### src/rtl/led_pkg.sv
// led_pkg: shared constants and FSM state type for the LED PWM driver.
package led_pkg;
    localparam int LED_R_BIT = 2;
    localparam int LED_G_BIT = 1;
    localparam int LED_B_BIT = 0;
    localparam int PWM_BITS_DEFAULT = 8;
    typedef enum logic {IDLE, RUN} led_state_t;
endpackage

### src/rtl/pwm_channel.sv
// pwm_channel: one LED channel with its duty register, load/fade logic and registered compare.
// LED_PWM_FADE_EN selects stepped fading toward the target instead of a direct load.
module pwm_channel
    import led_pkg::*;
#(
    parameter int PWM_BITS  = PWM_BITS_DEFAULT,
    parameter int FADE_STEP = 1
) (
    input  logic                clk,
    input  logic                rst,
    input  logic [PWM_BITS-1:0] i_cnt,
    input  logic                i_load,
    input  logic                i_clr,
    input  logic                i_run,
    input  logic                i_on,
    input  logic [PWM_BITS-1:0] i_brightness,
    output logic                o_led,
    output logic                o_busy
);
    logic [PWM_BITS-1:0] r_duty;
    logic                r_led;
    logic [PWM_BITS-1:0] w_tgt;
    logic [PWM_BITS-1:0] w_next;

    assign w_tgt = i_on ? i_brightness : '0;

`ifdef LED_PWM_FADE_EN
    localparam logic [PWM_BITS-1:0] STEP = PWM_BITS'(FADE_STEP);
    // Compare the remaining distance, not the stepped value, so the step can never wrap.
    assign w_next = (r_duty < w_tgt) ? ((w_tgt - r_duty > STEP) ? r_duty + STEP : w_tgt) :
                    (r_duty > w_tgt) ? ((r_duty - w_tgt > STEP) ? r_duty - STEP : w_tgt) : r_duty;
`else
    assign w_next = w_tgt;
`endif

    always_ff @(posedge clk) begin
        if (rst || i_clr) begin
            r_duty <= '0;
            r_led  <= 1'b0;
        end else begin
            if (i_load) r_duty <= w_next;
            r_led <= i_run && (i_cnt < r_duty);
        end
    end

    assign o_led  = r_led;
    assign o_busy = i_run && (r_duty != w_tgt);
endmodule

### src/rtl/led_pwm_driver.sv
// led_pwm_driver: RGB PWM driver with period-aligned duty updates.
// Define LED_PWM_FADE_EN to ramp each channel by FADE_STEP per period.
module led_pwm_driver
    import led_pkg::*;
#(
    parameter int PWM_BITS  = PWM_BITS_DEFAULT,
    parameter int FADE_STEP = 1
) (
    input  logic                clk,
    input  logic                rst,
    input  logic                enable,
    input  logic [2:0]          colour,
    input  logic [PWM_BITS-1:0] brightness,
    output logic                led_r,
    output logic                led_g,
    output logic                led_b,
    output logic                period_start,
    output logic                busy
);
    led_state_t          r_state;
    led_state_t          w_next_state;
    logic [PWM_BITS-1:0] r_cnt;
    logic                r_ps;
    logic                w_run;
    logic                w_clr;
    logic                w_load;
    logic [2:0]          w_led;
    logic [2:0]          w_busy;

    always_ff @(posedge clk) begin
        if (rst) r_state <= IDLE;
        else     r_state <= w_next_state;
    end

    always_comb begin
        w_next_state = enable ? RUN : IDLE;
    end

    // Boundary is the edge where the counter enters 0, including the IDLE->RUN entry.
    always_comb begin
        w_run  = (r_state == RUN);
        w_clr  = !enable;
        w_load = enable && (r_state == IDLE || r_cnt == '1);
    end

    always_ff @(posedge clk) begin
        if (rst || w_clr) begin
            r_cnt <= '0;
            r_ps  <= 1'b0;
        end else begin
            r_cnt <= w_run ? r_cnt + 1'b1 : '0;
            r_ps  <= w_run && (r_cnt == '0);
        end
    end

    for (genvar i = 0; i < 3; i++) begin : g_ch
        pwm_channel #(.PWM_BITS(PWM_BITS), .FADE_STEP(FADE_STEP)) u_ch (
            .clk         (clk),
            .rst         (rst),
            .i_cnt       (r_cnt),
            .i_load      (w_load),
            .i_clr       (w_clr),
            .i_run       (w_run),
            .i_on        (colour[i]),
            .i_brightness(brightness),
            .o_led       (w_led[i]),
            .o_busy      (w_busy[i])
        );
    end

    assign led_r        = w_led[LED_R_BIT];
    assign led_g        = w_led[LED_G_BIT];
    assign led_b        = w_led[LED_B_BIT];
    assign period_start = r_ps;
    assign busy         = |w_busy;
endmodule

### config.mk
export PLATFORM = sky130hd
export DESIGN_NAME = led_pwm_driver
export DESIGN_NICKNAME = d
export VERILOG_FILES = /design/src/rtl/led_pkg.sv /design/src/rtl/pwm_channel.sv /design/src/rtl/led_pwm_driver.sv
export SDC_FILE = /design/constraint.sdc
export NUM_CORES = 1
export LEC_CHECK = 0
export ABC_AREA = 1
export CORE_MARGIN = 4
export CORE_UTILIZATION = 50
export CTS_CLUSTER_SIZE = 8
export DETAILED_ROUTE_END_ITERATION = 8
export PLACE_DENSITY = 0.7
export SYNTH_ARGS = -nofsm -noshare
export SYNTH_HDL_FRONTEND = slang
export SYNTH_SLANG_ARGS = --single-unit
export TNS_END_PERCENT = 5
### constraint.sdc
create_clock -name clk -period 1.5 [get_ports clk]
set_input_delay 0.3 -clock clk [delete_from_list [all_inputs] [get_ports clk]]
set_output_delay 0.3 -clock clk [all_outputs]
set_load 0.01 [all_outputs]
# After elaboration in Yosys (flattened, before gate mapping)
# Index checks and enable logic that the tools add are counted.
# word_totals
reg_bits	37
in_bits	14
# op_classes
n_addsub	1
n_lt_le_gt_ge	3
n_eq_ne	4
muxes	4
bitwise_logic	1
n_reduce_logical	14
# ops
operator	count
8-bit < comparator	3
8-bit two-way mux	3
8-bit inequality test	3
8-bit by 1-bit adder with 8-bit output, second input constant	1
8-bit equality test, second input constant	1
1-bit logical AND	8
8-bit zero test	1
3-bit OR reduction	1
1-bit logical OR	2
2-bit OR reduction	1
1-bit zero test	1
1-bit two-way mux	1
1-bit inverter	1

# Depth between registers and ports, before layout
# logic_depth
depth_word	4
depth_mapped	9
ltp_nobuf	8

# Modules after synthesis
# From an unflattened synthesis, not the netlist that was laid out.
# unflattened
hier_cells	347
area_unflattened_um2	2356.0
# by_module_without_submodules
module	instances	cells_each	area_each_um2	seq_area_each_um2
pwm_channel	3	94	630.6	180.2
led_pwm_driver	1	65	464.2	200.2

# Least setup slack after synthesis
# Ideal clock, no wire load.
# synth_path
path_kind	register -> register
from	register r_cnt[1]
to	register g_ch[1].u_ch.r_duty[1]
setup_time_ps	116
arrival_ps	1323
t_required_ps	1384
slack_ps	62
path_stages_with_launch	10
n_path_buf	1
period_less_slack_ps	1438
path_cell_list	dfxtp_1 ha_1 nand3_2 nor2_2 nand3_2 nand2_4 nand2_4 buf_6 nor2_1 nor2_1
# synth_via
elab_chain_cells	3
# synth_rtl
element	line_no	source
start: declaration	led_pwm_driver.sv:22	logic [PWM_BITS-1:0] r_cnt;
start signal: assignment	led_pwm_driver.sv:51	r_cnt <= w_run ? r_cnt + 1'b1 : '0;
8-bit equality test	led_pwm_driver.sv:43	w_load = enable && (r_state == IDLE || r_cnt == '1);
1-bit logical OR	led_pwm_driver.sv:43	
1-bit logical AND	led_pwm_driver.sv:43	
end signal: assignment	pwm_channel.sv:41	if (i_load) r_duty <= w_next;
end: declaration	pwm_channel.sv:20	logic [PWM_BITS-1:0] r_duty;
# No other way between the ends.
# A chain may end at the register's enable or synchronous reset.

# Final worst setup path
# layout_path
from	register g_ch[1].u_ch.r_duty[7]
to	output port busy
# layout_via
elab_chain_cells	3
# layout_rtl
element	line_no	source
8-bit inequality test	pwm_channel.sv:47	assign o_busy = i_run && (r_duty != w_tgt);
1-bit logical AND	pwm_channel.sv:47	
3-bit OR reduction	led_pwm_driver.sv:75	assign busy = |w_busy;
end: declaration	led_pwm_driver.sv:18	output logic busy
# No other way between the ends.

==> summary.txt <==
Ys Warns - 0
most frequent cells in the layout - 114 x nand2_1, 53 x buf_4, 40 x inv_1
Ports - 19
DIE AREA - 6070 um2
fill count - 380
CTS tree - done
Die Span X - 77.9 um
minimum clock period - 1.71 ns
depth of the CTS H-tree - 2
Syn Inst Count - 372
GRT overflow - 0
largest net degree at the start of global routing - 25
post-DP HPWL - 4700 um
PortBufs - 18
Synth Cell Area - 2440 um2
Final Hold Fails - 0
Arr. time, crit path - 1.41 ns
Ant. Diodes - 0
DR iter-0 viols - 141
nets - 484
count of final max-slew check failures - 0
overall routing resource usage - 23.3%
max_slew headroom - 77.6%
final cell count without fillers - 515
CTS Buf Count - 5
Pint - 1.79 mW
first-pass iteration count of the detailed router - 4
Worst-Margin Slew - 0.335 ns
Comb pwr share - 20.6%
Reg power frac - 42.3%
Worst Path Buf+Inv - 2
pwr dens - 720 nW/um2
CTS sink cnt - 37
CP max stage cell - dfxtp_2
final period utilization - 114%
sequential share of the synthesized area - 30.3%
clock latency on the worst-skew pair - 0.29 ns
part of the power in the clock network - 37.1%
area grow syn2layout - 39.3%
CP max stage delay - 0.34 ns
Switch Pwr - 0.657 mW
vias in the first global route - 2515
Worst Path Max Fanout - 2
routability cong. - 0.860
first-pass GRT wire length - 11400 um
CP Cell Sequence - inv_2 > nand2_1 > nand2_1 > nand3_2 > nor2_2 > nand2_1 > nand2_1 > nand3_2 > buf_6
final instance area - 3400 um2
startpoint class of the critical path - flop
crit path kind - flop to output port
DRC - 0
crit end category - output port
PnR worst setup slack - -0.213 ns
Max Clk Rate - 584 MHz
CP most frequent cell - nand2_1
RSZ-0062 raised after global routing - yes
WP data required - 1.20 ns
vias per cell - 5.03
fraction of layout cells with a size suffix above 1 - 30.8%
final wirelength - 6640 um
Area after DPL - 3100 um2
Core Util, Final - 72.1%
Post-Syn Nets - 409
core area - 4720 um2
HP Class - input port to flop
Net Sw Frac - 26.8%
clock buffer depth - 2
WL/cell - 12.9 um
VDD IR max - 0.597 mV
Die H - 77.9 um
Static Leakage - 1.63 nW
Initial Util - 51.8%
Clock Skew - 0.00517 ns
worst hold slack - 0.432 ns
clock-pin slew on the worst setup and hold paths - 0.08 ns
failing checks - setup timing
status - finished with violations
post-route ant nets - 0
commonest non-fill, non-tap cell in the layout - nand2_1
Distinct cells, synth - 24
standard-cell rows - 25
final setup violation count - 1
vias - 2593
Root Driver - clkbuf_8
Syn Area/Cell - 6.57 um2
cts hold-fix bufs - 0
Synth Register Bits - 37
number of antenna violations at the first check in global routing - 0
CP top delay family - simple AND/OR/NAND/NOR gates
DP Cell Count - 504
MaxCap Viol Count - 0
==> Yosys cell counts <==
library cell | instances | area share, %
inv_2 | 1 | 0.15
buf_4 | 2 | 0.61
o211ai_1 | 2 | 0.61
a21oi_1 | 13 | 2.7
dfxtp_1 | 37 | 30
nand3_2 | 2 | 0.82
nor4_1 | 1 | 0.26
xor2_1 | 1 | 0.36
ha_1 | 23 | 12
nand4_1 | 2 | 0.51
nand3_1 | 35 | 7.2
buf_6 | 2 | 0.92
or2_4 | 1 | 0.36
nor3_1 | 1 | 0.20
nand2_4 | 2 | 0.92
buf_2 | 5 | 1.0
nor2_1 | 41 | 6.3
nor2_2 | 1 | 0.26
nor2_4 | 1 | 0.46
inv_1 | 48 | 7.4
o21ai_0 | 18 | 3.7
xnor2_1 | 1 | 0.36
nand2_1 | 119 | 18
a21oi_2 | 13 | 4.7
==> stage by stage <==
step	setup slack [ns]	TNS, ns	total power, mW
2_1_floorplan	0.0616	0	1.30
3_3_place_gp	-0.838	-3.40	1.50
3_5_place_dp	-0.829	-4.18	1.51
4_1_cts	-0.129	-0.129	2.44
5_1_grt	-0.321	-0.380	2.57
6_report	-0.213	-0.213	2.45
==> worst paths after layout <==
path | from | to | slack, ns | cells after the start
min | brightness[5] | g_ch[1].u_ch.r_duty[5] | 0.43 | 5
max reg2reg | r_cnt[2] | r_cnt[7] | 0.09 | 8
min reg2reg | g_ch[2].u_ch.r_duty[2] | g_ch[2].u_ch.r_duty[2] | 0.53 | 2
max | g_ch[1].u_ch.r_duty[7] | busy | -0.21 | 9
==> timing repair <==
item,in CTS,in global routing
cloned,2,0
gates resized for setup,63,30
endpoints found under the setup margin,14,26
setup buffers,0,1
pin swaps,11,11
==> layer usage <==
layer  global-route usage (%)  share of wire (%)  up-vias
met1                     30.4                 46     1207
met2                     38.9                 48       49
met3                     3.48                4.9        9
met4                     8.57                1.6        0
li1                         -                  -     1328
met5                        0                  0        -
==> power groups by stage <==
stage               registers, mW  logic, mW  clock network, mW
global placement             1.05      0.446                  0
floorplan                    1.05      0.247                  0
detailed placement           1.05      0.455                  0
global route                 1.04      0.565              0.961
CTS                          1.03      0.485              0.922
finish                       1.04      0.505              0.909
==> cell families after synthesis <==
group	after synthesis	synth area share, %
AND/OR/NAND/NOR	206	35.5
XOR/XNOR	2	0.717
buffers and inverters	58	10.1
AO/OA/AOI/OAI	46	11.6
flip-flops	37	30.3
adder cells (fa/ha/maj)	23	11.8
==> layout make-up <==
class / count / area (um2) / share of cell area [%]
clock inverter: 1 / 30.0 / 0.882
sequential: 37 / 758 / 22.3
multi-input combinational: 277 / 1550 / 45.4
clock buffer: 7 / 86.3 / 2.54
timing repair buffer: 77 / 716 / 21.0
inverter: 49 / 184 / 5.40
tap: 67 / 83.8 / 2.46
==> tightest hold or removal path: stages <==
cell and delay (ns):
clkbuf_2 0.14, nand2_1 0.09, nand2_1 0.05, nand2_1 0.06, a21oi_2 0.03
==> registers in the layout (all words and copies together) (netlist names) <==
signal and cells:
period_start 1, r_cnt 8, g_ch.u_ch.r_duty 24, r_state 1, g_ch.u_ch.o_led 3
No activity file was read; power rests on OpenSTA's default activity.
